[config.mk]
export PLATFORM = sky130hd
export DESIGN_NAME = regfile_writeback
export DESIGN_NICKNAME = d
export VERILOG_FILES = /design/src/rtl/rf_pkg.sv /design/src/rtl/wb_fifo.sv /design/src/rtl/regfile_writeback.sv
export SDC_FILE = /design/constraint.sdc
export NUM_CORES = 1
export LEC_CHECK = 0
export CAP_MARGIN = 40
export CORE_MARGIN = 2
export CORE_UTILIZATION = 48
export DETAILED_ROUTE_END_ITERATION = 8
export PLACE_DENSITY = 0.84
export SYNTH_ARGS = -nofsm -noshare
export SYNTH_HDL_FRONTEND = slang
export SYNTH_HIERARCHICAL = 1
export SYNTH_SLANG_ARGS = --single-unit
[constraint.sdc]
create_clock -name clk -period 3.8 [get_ports clk]
set_input_delay 0.76 -clock clk [delete_from_list [all_inputs] [get_ports clk]]
set_output_delay 0.76 -clock clk [all_outputs]
set_load 0.01 [all_outputs]
[src/rtl/rf_pkg.sv]
// Shared register-file types: data/address widths and the write request.
// Used by the writeback merger and the register file itself.
package rf_pkg;

  localparam int XLEN   = 32;
  localparam int REG_AW = 5;
  localparam int NREG   = 1 << REG_AW;

  typedef struct packed {
    logic [REG_AW-1:0] addr;
    logic [XLEN-1:0]   data;
  } wb_req_t;

  // One-hot register mask; x0 maps to an empty mask.
  function automatic logic [NREG-1:0] rd_mask(
    input logic [REG_AW-1:0] rd
  );
    rd_mask = '0;
    if (rd != '0) rd_mask[rd] = 1'b1;
  endfunction

endpackage

[src/rtl/wb_fifo.sv]
// Small FIFO of wb_req_t for buffered load writebacks.
// Ports: push/din, pop/dout (head), full, empty, count.
module wb_fifo
  import rf_pkg::*;
#(
  parameter int DEPTH = 2
) (
  input  logic       clk,
  input  logic       rst_n,
  input  logic       push,
  input  wb_req_t    din,
  input  logic       pop,
  output wb_req_t    dout,
  output logic       full,
  output logic       empty,
  output logic [$clog2(DEPTH):0] count
);

  localparam int AW = $clog2(DEPTH);

  wb_req_t      r_mem [DEPTH];
  logic [AW:0]  r_wptr;
  logic [AW:0]  r_rptr;
  logic         w_push;
  logic         w_pop;

  // Extra MSB distinguishes full from empty when indices match.
  assign empty = (r_wptr == r_rptr);
  assign full  = (r_wptr[AW] != r_rptr[AW]) &&
                 (r_wptr[AW-1:0] == r_rptr[AW-1:0]);
  assign count = r_wptr - r_rptr;

  assign w_push = push && !full;
  assign w_pop  = pop && !empty;

  assign dout = r_mem[r_rptr[AW-1:0]];

  always_ff @(posedge clk or negedge rst_n) begin
    if (!rst_n) begin
      r_wptr <= '0;
      r_rptr <= '0;
    end else begin
      if (w_push) r_wptr <= r_wptr + 1'b1;
      if (w_pop)  r_rptr <= r_rptr + 1'b1;
    end
  end

  always_ff @(posedge clk) begin
    if (w_push) r_mem[r_wptr[AW-1:0]] <= din;
  end

endmodule

[src/rtl/regfile_writeback.sv]
// Merges ALU results and buffered loads into the single RF write port,
// and tracks outstanding loads per register. Ports: alu_*, ld_*, issue_*,
// wb_we/wb_addr/wb_data, pending. Optional RF_WB_FORWARD_EN adds
// fwd_valid/fwd_addr/fwd_data and pending_next.
module regfile_writeback
  import rf_pkg::*;
#(
  parameter int LD_DEPTH = 2
) (
  input  logic        clk,
  input  logic        rst_n,
  input  logic        alu_valid,
  input  logic [4:0]  alu_rd,
  input  logic [31:0] alu_data,
  input  logic        ld_valid,
  output logic        ld_ready,
  input  logic [4:0]  ld_rd,
  input  logic [31:0] ld_data,
  input  logic        issue_ld,
  input  logic [4:0]  issue_rd,
  output logic        wb_we,
  output logic [4:0]  wb_addr,
  output logic [31:0] wb_data,
  output logic [31:0] pending
`ifdef RF_WB_FORWARD_EN
  ,
  output logic        fwd_valid,
  output logic [4:0]  fwd_addr,
  output logic [31:0] fwd_data,
  output logic [31:0] pending_next
`endif
);

  localparam int CW = $clog2(LD_DEPTH) + 1;

  wb_req_t       w_din;
  wb_req_t       w_head;
  wb_req_t       w_req;
  logic          w_req_v;
  logic          w_full;
  logic          w_empty;
  logic [CW-1:0] w_count;
  logic          w_push;
  logic          w_pop;
  logic [31:0]   w_set;
  logic [31:0]   w_clr;
  logic [31:0]   w_pend_nxt;

  logic          r_we;
  logic [4:0]    r_addr;
  logic [31:0]   r_data;
  logic [31:0]   r_pend;

  // Ready depends only on registered occupancy; held low in reset.
  assign ld_ready = rst_n && (w_count < CW'(LD_DEPTH));
  assign w_push   = ld_valid && ld_ready && !w_full;
  assign w_din    = '{addr: ld_rd, data: ld_data};

  // ALU owns the port whenever it is active.
  assign w_pop = !alu_valid && !w_empty;

  wb_fifo #(
    .DEPTH (LD_DEPTH)
  ) u_fifo (
    .clk   (clk),
    .rst_n (rst_n),
    .push  (w_push),
    .din   (w_din),
    .pop   (w_pop),
    .dout  (w_head),
    .full  (w_full),
    .empty (w_empty),
    .count (w_count)
  );

  always_comb begin
    w_req_v = 1'b0;
    w_req   = '0;
    unique case (1'b1)
      alu_valid: begin
        w_req_v   = 1'b1;
        w_req     = '{addr: alu_rd, data: alu_data};
      end
      w_pop: begin
        w_req_v = 1'b1;
        w_req   = w_head;
      end
      default: ;
    endcase
  end

  // Set after clear so a same-cycle reissue keeps the bit.
  assign w_set      = issue_ld ? rd_mask(issue_rd) : '0;
  assign w_clr      = w_pop ? rd_mask(w_head.addr) : '0;
  assign w_pend_nxt = (r_pend & ~w_clr) | w_set;

  always_ff @(posedge clk or negedge rst_n) begin
    if (!rst_n) begin
      r_we   <= 1'b0;
      r_addr <= '0;
      r_data <= '0;
      r_pend <= '0;
    end else begin
      r_pend <= w_pend_nxt;
      // x0 writes are consumed silently.
      if (w_req_v && (w_req.addr != '0)) begin
        r_we   <= 1'b1;
        r_addr <= w_req.addr;
        r_data <= w_req.data;
      end else begin
        r_we   <= 1'b0;
        r_addr <= '0;
        r_data <= '0;
      end
    end
  end

  assign wb_we   = r_we;
  assign wb_addr = r_addr;
  assign wb_data = r_data;
  assign pending = r_pend;

`ifdef RF_WB_FORWARD_EN
  assign fwd_valid    = r_we;
  assign fwd_addr     = r_addr;
  assign fwd_data     = r_data;
  assign pending_next = w_pend_nxt;
`endif

endmodule
==> results of run 1 <==
layout make-up:
class                      count  area share [%]
clock buffer                  18            5.43
tap                          147            2.27
sequential                   148            50.4
inverter                       3           0.139
timing repair buffer         162            20.1
clock inverter                14            1.69
multi-input combinational    222            19.9
worst max-delay path: cells and delay by family (launching register included):
kind / cells / cell delay (ps)
XOR/XNOR: 1 / 120
flip-flops: 1 / 450
adder cells (fa/ha/maj): 1 / 210
AND/OR/NAND/NOR: 1 / 150
buffers and inverters: 2 / 640
report_power, final:
group	total (mW)	leakage, nW	switching [mW]	internal (mW)
clock network	1.60	0.277	0.627	0.976
registers	2.40	1.58	0.216	2.18
logic	2.22	1.17	1.09	1.13
placed cells by master, fill, tap and decap left out, types with 2 or more instances in the layout:
cell type        netlist  layout
nand2_1                5       5
clkinv_2               0       4
or3b_2                 5       5
nor2_1                20      17
a22oi_1               32      32
dfrtp_1               74      73
clkinv_4               0       2
edfxtp_1              74      74
buf_4                  2       7
bufinv_16              0       2
clkinv_1               0       2
nor2_4                 0       3
nand3_1                3       3
nor2_2                19      19
mux2_2                37      37
xnor2_1                2       2
inv_1                  2       2
clkdlybuf4s50_1        0     152
clkbuf_16              0      17
clkinvlp_4             0       3
nand3b_1               8       8
o21ai_0               64      64
or4b_2                 2       2
a22o_1                 3       3
per-stage QoR:
step                util (%)  instances  area (um^2)  setup WS, ps
CTS                     67.9        714         8090          1010
global route            67.9        714         8090           967
detailed placement      63.0        682         7510          1040
floorplan                  -        394         5800           468
finish                  67.9        714         8090          1050
global placement        62.8        681         7480          1150
kinds of logic after synthesis:
group / Yosys count / share of synthesized area (%)
AOI/OAI and AO/OA: 105 / 11.4
xor gates and xnor gates: 4 / 0.733
adders and majority gates: 1 / 0.216
buffers and inverters: 24 / 2.37
DFF: 148 / 70.2
muxes: 38 / 7.35
and+or+nand+nor: 74 / 7.68
how the worst max path moves through the flow:
stage	slack, ps	startpoint	end	cells past startpoint
after CTS	1010	u_fifo/r_rptr[1]	ld_ready	4
after floorplan	470	u_fifo/r_rptr[1]	u_fifo/r_mem[1][0]	6
after global routing	970	u_fifo/r_rptr[1]	ld_ready	4
after detailed placement	1040	alu_valid	wb_data[12]	5
after global placement	1150	ld_valid	u_fifo/r_mem[0][12]	5
final	1050	u_fifo/r_wptr[0]	ld_ready	5
layer usage:
metal	part of all wire (%)	GRT usage, %	vias up
li1	-	-	1794
met1	37	25.6	1975
met2	51	38.9	211
met3	9.7	7.81	22
met4	1.8	8.94	0
met5	0	0	-
registers in the layout (all words and copies together) (netlist names):
signal and count:
pending 32, u_fifo/r_mem 74, u_fifo/r_rptr 2, u_fifo/r_wptr 2
wb_addr 5, wb_data 32, wb_we 1
==> flow_summary.yaml, run 1 <==
worst_setup_path:
  worstSetupPathType: "flop to primary output"
  arrival_ps: 1990
  slowest_stage: "clkdlybuf4s50_1"
  cp.required_ps: 3040
  end_kind: "primary output"
  worstReg2RegEnd: "u_fifo/r_mem[0][12]"
  crit_fanout: 4
  r2r_cells: 8
  cp-start-kind: "flop"
  slowest_delay_ps: 570
  worstReg2RegStart: "u_fifo/r_wptr[0]"
  regToRegSetupSlack_ps: 1170
  cp_cell_sequence: "inv_1 > ha_1 > xnor2_1 > nor2b_1 > clkdlybuf4s50_1"
yosys:
  syn_nets: 479
  netlist_top_cells_count: "dfrtp_1, edfxtp_1, o21ai_0"
  ys_ff_latch: 148
  yosysSeqAreaShare_pct: 70.2
  synthDistinctLibCells: 43
  synth_flop_cell: "edfxtp_1"
  post-synth-top-area-fraction_pct: 38.3
  syn_avg_cell_area_um2: 14.7
  ys_top_cells_by_area: "edfxtp_1, dfrtp_1, mux2_2"
  synth_top_area_cell: "edfxtp_1"
  synth.cell_area_um2: 5800
  yosysWarningCount: 6
  async_flop_share_pct: 50.0
  syn_inst: 394
  synth_edf_count: 74
floorplan:
  start_util_pct: 48.7
  io_pins: 155
  die_w_um: 114
  die_area_um2: 13000
  die_h_um: 114
  core_um2: 11900
  rows: 40
timing:
  fmax_mhz: 363
  setup_tns_ps: 0
  fin_crit_sh_pct: 72.4
  rsz0062_at_grt: "no"
  setup_viol: 0
  hold_violations: 0
  period_needed_ps: 2750
  slew_headroom_pct: 44.0
  holdWs_ps: 378
  tightest_slew_ps: 839
  clock-skew-final_ps: 8.50
  maxSlewViolCount: 0
clocking:
  ctsHoldBuffers: 0
  cts_root_buf: "clkbuf_16"
  cts_tree: "built"
  clockBufferDepth: 2
  cts_resized: 0
  cts_buffers: 17
  clk_pin_slew_worst_paths_ps: 60
  cts_setup_buffers: 0
  cts_sinks: 148
  worstSkewPairLatency_ps: 420
  htreeDepth: 4
layout:
  seq_area_um2: 4080
  multi_input_area_um2: 1610
  antenna_cells: 0
  area_growth_pct: 39.4
  final_layout_size_suffix_gt1_share_pct: 20.6
  fillCellCount: 830
  final_nets: 639
route:
  viasPerCell: 5.61
  drc_errors: 0
  drtIter0Drc: 404
  wl_mm: 13.9
  first_pass_iters: 5
  drt-wirelength-per-cell_um: 19.5
  postRouteAntennaNets: 0
  vias: 4002
power_and_ir_drop:
  irDropWorstVdd_uv: 531
  p_per_area_nw_per_um2: 770
  finalPower_mw: 6.22
  leakage_nw: 3.03
placed_design:
  gp_congestion: 0.830
  io_buffer_count: 154
  dpl.hpwl_mm: 9.53
grt:
  grt_pass1_vias: 4125
  grt_use_total_pct: 22.5
  overflow: 0
  grt_first_pass_wirelength_mm: 21.6
  antenna_found_initial: 0
  grt_max_degree: 48
worst_hold_path:
  min_path_type: "input pin to async pin"
run:
  cap_viol_max_count: 0
run_status:
  status: "completed"
Power figures use the tool's default switching activity.
==> run 2, diff against run 1 <==
==> constraint.sdc (replaced) <==
create_clock -name clk -period 2.6 [get_ports clk]
set_input_delay 0.52 -clock clk [delete_from_list [all_inputs] [get_ports clk]]
set_output_delay 0.52 -clock clk [all_outputs]
set_load 0.01 [all_outputs]
==> flow_summary.yaml, run 2 (same netlist as run 1, synthesis figures left out) <==
run_status:
  status: "completed"
power_and_ir_drop:
  p_sw_share_pct: 31.3
  leakage_nw: 3.06
  irDropWorstVdd_uv: 796
  comb_power_share_pct: 36.2
  p_seq_share_pct: 37.9
  p_int_mw: 6.37
  p_clk_share_pct: 25.9
  p_sw_mw: 2.90
  p_per_area_nw_per_um2: 1140
worst_setup_path:
  arrival_ps: 2730
  cp-start-kind: "flop"
  worstReg2RegStart: "u_fifo/r_wptr[0]"
  end_kind: "flop"
  startpoint: "u_fifo/r_wptr[0]"
  crit_fanout: 8
  worstSetupPathType: "flop to flop"
  cp.required_ps: 2870
layout:
  layout_common_cells: "clkdlybuf4s50_1, edfxtp_1, dfrtp_1, o21ai_0, mux2_2"
  largest_reg_flops: 74
  final_nets: 645
  final_common_cell: "clkdlybuf4s50_1"
  seq_area_um2: 4080
  final_layout_size_suffix_gt1_share_pct: 21.3
  final_util_pct: 68.5
  antenna_cells: 0
  area_growth_pct: 40.6
  fillCellCount: 848
  multi_input_area_um2: 1610
worst_hold_path:
  min_path_type: "input pin to async pin"
timing:
  period_needed_ps: 2460
  maxSlewViolCount: 0
  fin_crit_sh_pct: 94.5
  tightest_slew_ps: 468
  rsz0062_at_grt: "no"
  setup_tns_ps: 0
  clock-skew-final_ps: 18.4
  slew_headroom_pct: 68.7
  setup_viol: 0
  hold_violations: 0
  fmax_mhz: 407
route:
  drtIter0Drc: 310
  drc_errors: 0
  postRouteAntennaNets: 0
  wl_mm: 14.1
  drt-wirelength-per-cell_um: 19.5
  viasPerCell: 5.59
  first_pass_iters: 4
  vias: 4028
clocking:
  cts_tree: "built"
  cts_buffers: 17
  ctsHoldBuffers: 0
  clk_pin_slew_worst_paths_ps: 60
  cts_root_buf: "clkbuf_16"
  htreeDepth: 4
  cts_sinks: 148
  worstSkewPairLatency_ps: 420
  clockBufferDepth: 2
floorplan:
  io_pins: 155
  start_util_pct: 48.7
  die_h_um: 114
  rows: 40
  die_w_um: 114
  die_area_um2: 13000
  core_um2: 11900
placed_design:
  io_buffer_count: 154
  gp_congestion: 0.831
  dpl.hpwl_mm: 9.57
grt:
  grt_use_total_pct: 22.9
  grt_max_degree: 56
  grt_pass1_vias: 4321
  antenna_found_initial: 0
  grt_first_pass_wirelength_mm: 22.3
  overflow: 0
run:
  cap_viol_max_count: 0
==> run 2: stage by stage <==
stage               instance area, um^2  power (mW)  instances  hold slack, ps  setup slack, ps
floorplan                          5820        5.21        394             224              187
global placement                   7530        6.71        686             364              311
detailed placement                 7560        6.88        687             375              223
CTS                                8160        9.33        720            83.6              201
global route                       8160        9.74        720            97.3             36.1
finish                             8160        9.27        720            85.1              142
==> run 2: repair_timing <==
action / 4_1_cts / 5_1_grt
setup buffers: 1 / 0
gates resized for setup: 1 / 0
endpoints found under the setup margin: 1 / 0
==> run 2: layout make-up <==
type / count / share of cell area, %
inverter: 3 / 0.138
clock buffer: 20 / 5.62
multi-input combinational: 222 / 19.8
timing repair buffer: 168 / 20.6
clock inverter: 12 / 1.61
sequential: 148 / 50.0
tap: 147 / 2.26
==> run 2: routing by layer <==
| metal | GRT usage (%) | up-vias | share of wire [%] |
|---|---|---|---|
| met3 | 9.56 | 12 | 9.0 |
| met2 | 38.2 | 193 | 51 |
| met5 | 0 | - | 0 |
| met1 | 27.1 | 2012 | 39 |
| li1 | - | 1811 | - |
| met4 | 7.32 | 0 | 1.2 |
==> run 2: worst paths after layout <==
kind                                    end  slack, ps  cells past startpoint
setup / recovery                pending[25]        140                      6
hold / removal                   wb_addr[2]         90                      2
setup reg to reg                pending[25]        140                      6
hold reg to reg                  pending[0]        380                      0
max in group asynchronous  u_fifo/r_rptr[0]       1880                      3
min in group clk                 pending[0]        380                      0
==> run 2: power by group through the flow <==
stage | sequential, mW | clock (mW) | combinational, mW
2_1_floorplan | 3.70 | 0 | 1.51
3_3_place_gp | 3.51 | 0 | 3.20
3_5_place_dp | 3.55 | 0 | 3.33
4_1_cts | 3.52 | 2.44 | 3.37
5_1_grt | 3.58 | 2.54 | 3.62
6_report | 3.51 | 2.40 | 3.36
==> run 2: critical path, stage by stage (launching register included) <==
cell     delay, ps
dfrtp_1        440
inv_1           70
ha_1           360
and2_2         250
or4b_2         810
o21ai_0        250
o21ai_0        130
==> run 3, diff against run 2 <==
--- a/config.mk
+++ b/config.mk
@@ -7,10 +7,9 @@
 export LEC_CHECK = 0
 export CAP_MARGIN = 40
 export CORE_MARGIN = 2
-export CORE_UTILIZATION = 48
+export CORE_UTILIZATION = 51
 export DETAILED_ROUTE_END_ITERATION = 8
-export PLACE_DENSITY = 0.84
+export PLACE_DENSITY = 0.88
 export SYNTH_ARGS = -nofsm -noshare
 export SYNTH_HDL_FRONTEND = slang
-export SYNTH_HIERARCHICAL = 1
 export SYNTH_SLANG_ARGS = --single-unit
==> constraint.sdc (replaced) <==
create_clock -name clk -period 3.1 [get_ports clk]
set_input_delay 0.62 -clock clk [delete_from_list [all_inputs] [get_ports clk]]
set_output_delay 0.62 -clock clk [all_outputs]
set_load 0.01 [all_outputs]
==> flow_summary.yaml, run 3 <==
floorplan:
  die_h_um: 112
  rows: 39
  die_w_um: 112
  die_area_um2: 12500
  core_um2: 11400
  io_pins: 155
  start_util_pct: 52.0
timing:
  finalWorstSetupSlack_ps: 394
  rsz0062_at_grt: "no"
  clock-skew-final_ps: 7.10
  fin_crit_sh_pct: 87.3
  setup_tns_ps: 0
  slew_headroom_pct: 38.8
  period_needed_ps: 2710
  hold_violations: 0
  holdWs_ps: 35.3
  tightest_slew_ps: 915
  maxSlewViolCount: 0
  setup_viol: 0
  fmax_mhz: 370
power_and_ir_drop:
  leakage_nw: 3.19
  p_per_area_nw_per_um2: 907
  finalPower_mw: 7.44
  irDropWorstVdd_uv: 540
route:
  postRouteAntennaNets: 0
  vias: 4247
  viasPerCell: 5.57
  drt-wirelength-per-cell_um: 18.9
  drc_errors: 0
  first_pass_iters: 7
  wl_mm: 14.4
  drtIter0Drc: 299
layout:
  final_nets: 692
  layout_common_cells: "clkdlybuf4s50_1, edfxtp_1, dfrtp_1, nand2_1, nor2_1"
  fillCellCount: 758
  fin_area_um2: 8200
  final_layout_size_suffix_gt1_share_pct: 12.4
  largest_reg_flops: 74
  antenna_cells: 0
  final_common_cell: "clkdlybuf4s50_1"
  seq_area_um2: 4080
  multi_input_area_um2: 1710
  area_growth_pct: 38.7
yosys:
  async_flop_share_pct: 50.0
  post-synth-top-area-fraction_pct: 37.6
  synth_compound_area_share_pct: 9.56
  yosysSeqAreaShare_pct: 68.9
  ys_ff_latch: 148
  synth_fa_ha_area_share_pct: 0.212
  netlist_top_cells_count: "dfrtp_1, edfxtp_1, nand2_1"
  synth.area.mux_share_pct: 6.94
  syn_nets: 530
  synth_xor_area_share_pct: 1.04
  synth_flop_cell: "edfxtp_1"
  synthSimpleGateAreaFrac_pct: 11.0
  synth_top_family_by_area: "simple AND/OR/NAND/NOR gates"
  syn_inst: 445
  synth_top_area_cell: "edfxtp_1"
  syn_avg_cell_area_um2: 13.3
  synthDistinctLibCells: 38
  synth_edf_count: 74
  ys_top_cells_by_area: "edfxtp_1, dfrtp_1, mux2_2"
  yosysWarningCount: 0
  synth.cell_area_um2: 5910
worst_setup_path:
  cp_cell_sequence: "xnor2_1 > xnor2_1 > nor2b_1 > clkdlybuf4s50_1"
  startpoint: "u_fifo.r_wptr[1]"
  crit_fanout: 3
  crit_path_end: "ld_ready"
  slowest_delay_ps: 540
  cp.required_ps: 2480
  worstReg2RegEnd: "u_fifo.r_mem[0][25]"
  regToRegSetupSlack_ps: 670
  r2r_cells: 6
  worst-path-buf-inv: 1
  cp_top_family: "XOR/XNOR gates"
  arrival_ps: 2090
  worstReg2RegStart: "u_fifo.r_rptr[0]"
  worstSetupPathType: "flop to primary output"
  slowest_stage: "clkdlybuf4s50_1"
  end_kind: "primary output"
  path_depth: 4
  crit_top_cell: "xnor2_1"
  cp-start-kind: "flop"
worst_hold_path:
  min_path_type: "input pin to async pin"
clocking:
  ctsHoldBuffers: 0
  cts_tree: "built"
  htreeDepth: 4
  worstSkewPairLatency_ps: 420
  cts_root_buf: "clkbuf_16"
  clk_pin_slew_worst_paths_ps: 60
  cts_sinks: 148
  cts_resized: 0
  clockBufferDepth: 2
  cts_setup_buffers: 0
  cts_buffers: 17
placed_design:
  pre_cts_slack_ps: 711
  io_buffer_count: 154
  gp_congestion: 0.846
  place_area_um2: 7610
  dpl.hpwl_mm: 9.83
run:
  cap_viol_max_count: 0
grt:
  grt_max_degree: 68
  antenna_found_initial: 0
  grt_pass1_vias: 4401
  grt_first_pass_wirelength_mm: 22.9
  grt_use_total_pct: 24.0
  overflow: 0
run_status:
  status: "completed"
run 3: cell types whose count changed after synthesis, sizes merged, moves of 5 or more:
cell    previous run  this run
nand2              5        70
o21ai             65        37
nand3b             8         1
nor3b              1         7
mux2              37        32
nor2b              1         6
or3b               5         0
run 3: kinds of logic (layout without fill, tap and decap cells):
logic type | after synthesis | count (layout)
adder cells (fa/ha/maj) | 1 | 1
flip-flops | 148 | 148
multiplexers | 37 | 37
AO/OA/AOI/OAI | 85 | 85
AND/OR/NAND/NOR | 142 | 142
buffers and inverters | 25 | 200
XOR/XNOR | 7 | 7
run 3: final cells by class:
type                            instances  share of cell area, %
Clock buffer                           20                   5.32
Clock inverter                         12                   1.60
Inverter                                6                  0.275
Multi-Input combinational cell        272                   20.8
Sequential cell                       148                   49.7
Tap cell                              143                   2.18
Timing Repair Buffer                  162                   20.1
run 3: through the flow:
step                      util, %  cells
after global routing         72.2    763
after floorplan                 -    445
after global placement       66.8    729
after CTS                    71.9    762
after detailed placement     66.9    730
final                        72.2    763
run 3: metal layers:
metal  up-vias  part of all wire, %  GRT usage (%)  wire (um)
met5         -                    0              0          0
met4         0                  2.3           9.22        326
met3        28                  8.4           8.60       1210
li1       1939                    -              -          -
met1      2078                   37           27.9       5390
met2       202                   52           40.8       7510
run 3: how the worst min path moves through the flow:
stage / to / cells past startpoint
2_1_floorplan: pending[0] / 0
3_3_place_gp: pending[0] / 0
3_5_place_dp: pending[0] / 0
4_1_cts: u_fifo.r_rptr[0] / 1
5_1_grt: u_fifo.r_rptr[0] / 1
6_report: u_fifo.r_rptr[0] / 1
run 3: power by group:
group | switching, mW | internal [mW] | total (mW)
combinational | 1.25 | 1.31 | 2.56
clock | 0.768 | 1.18 | 1.95
sequential | 0.293 | 2.64 | 2.93
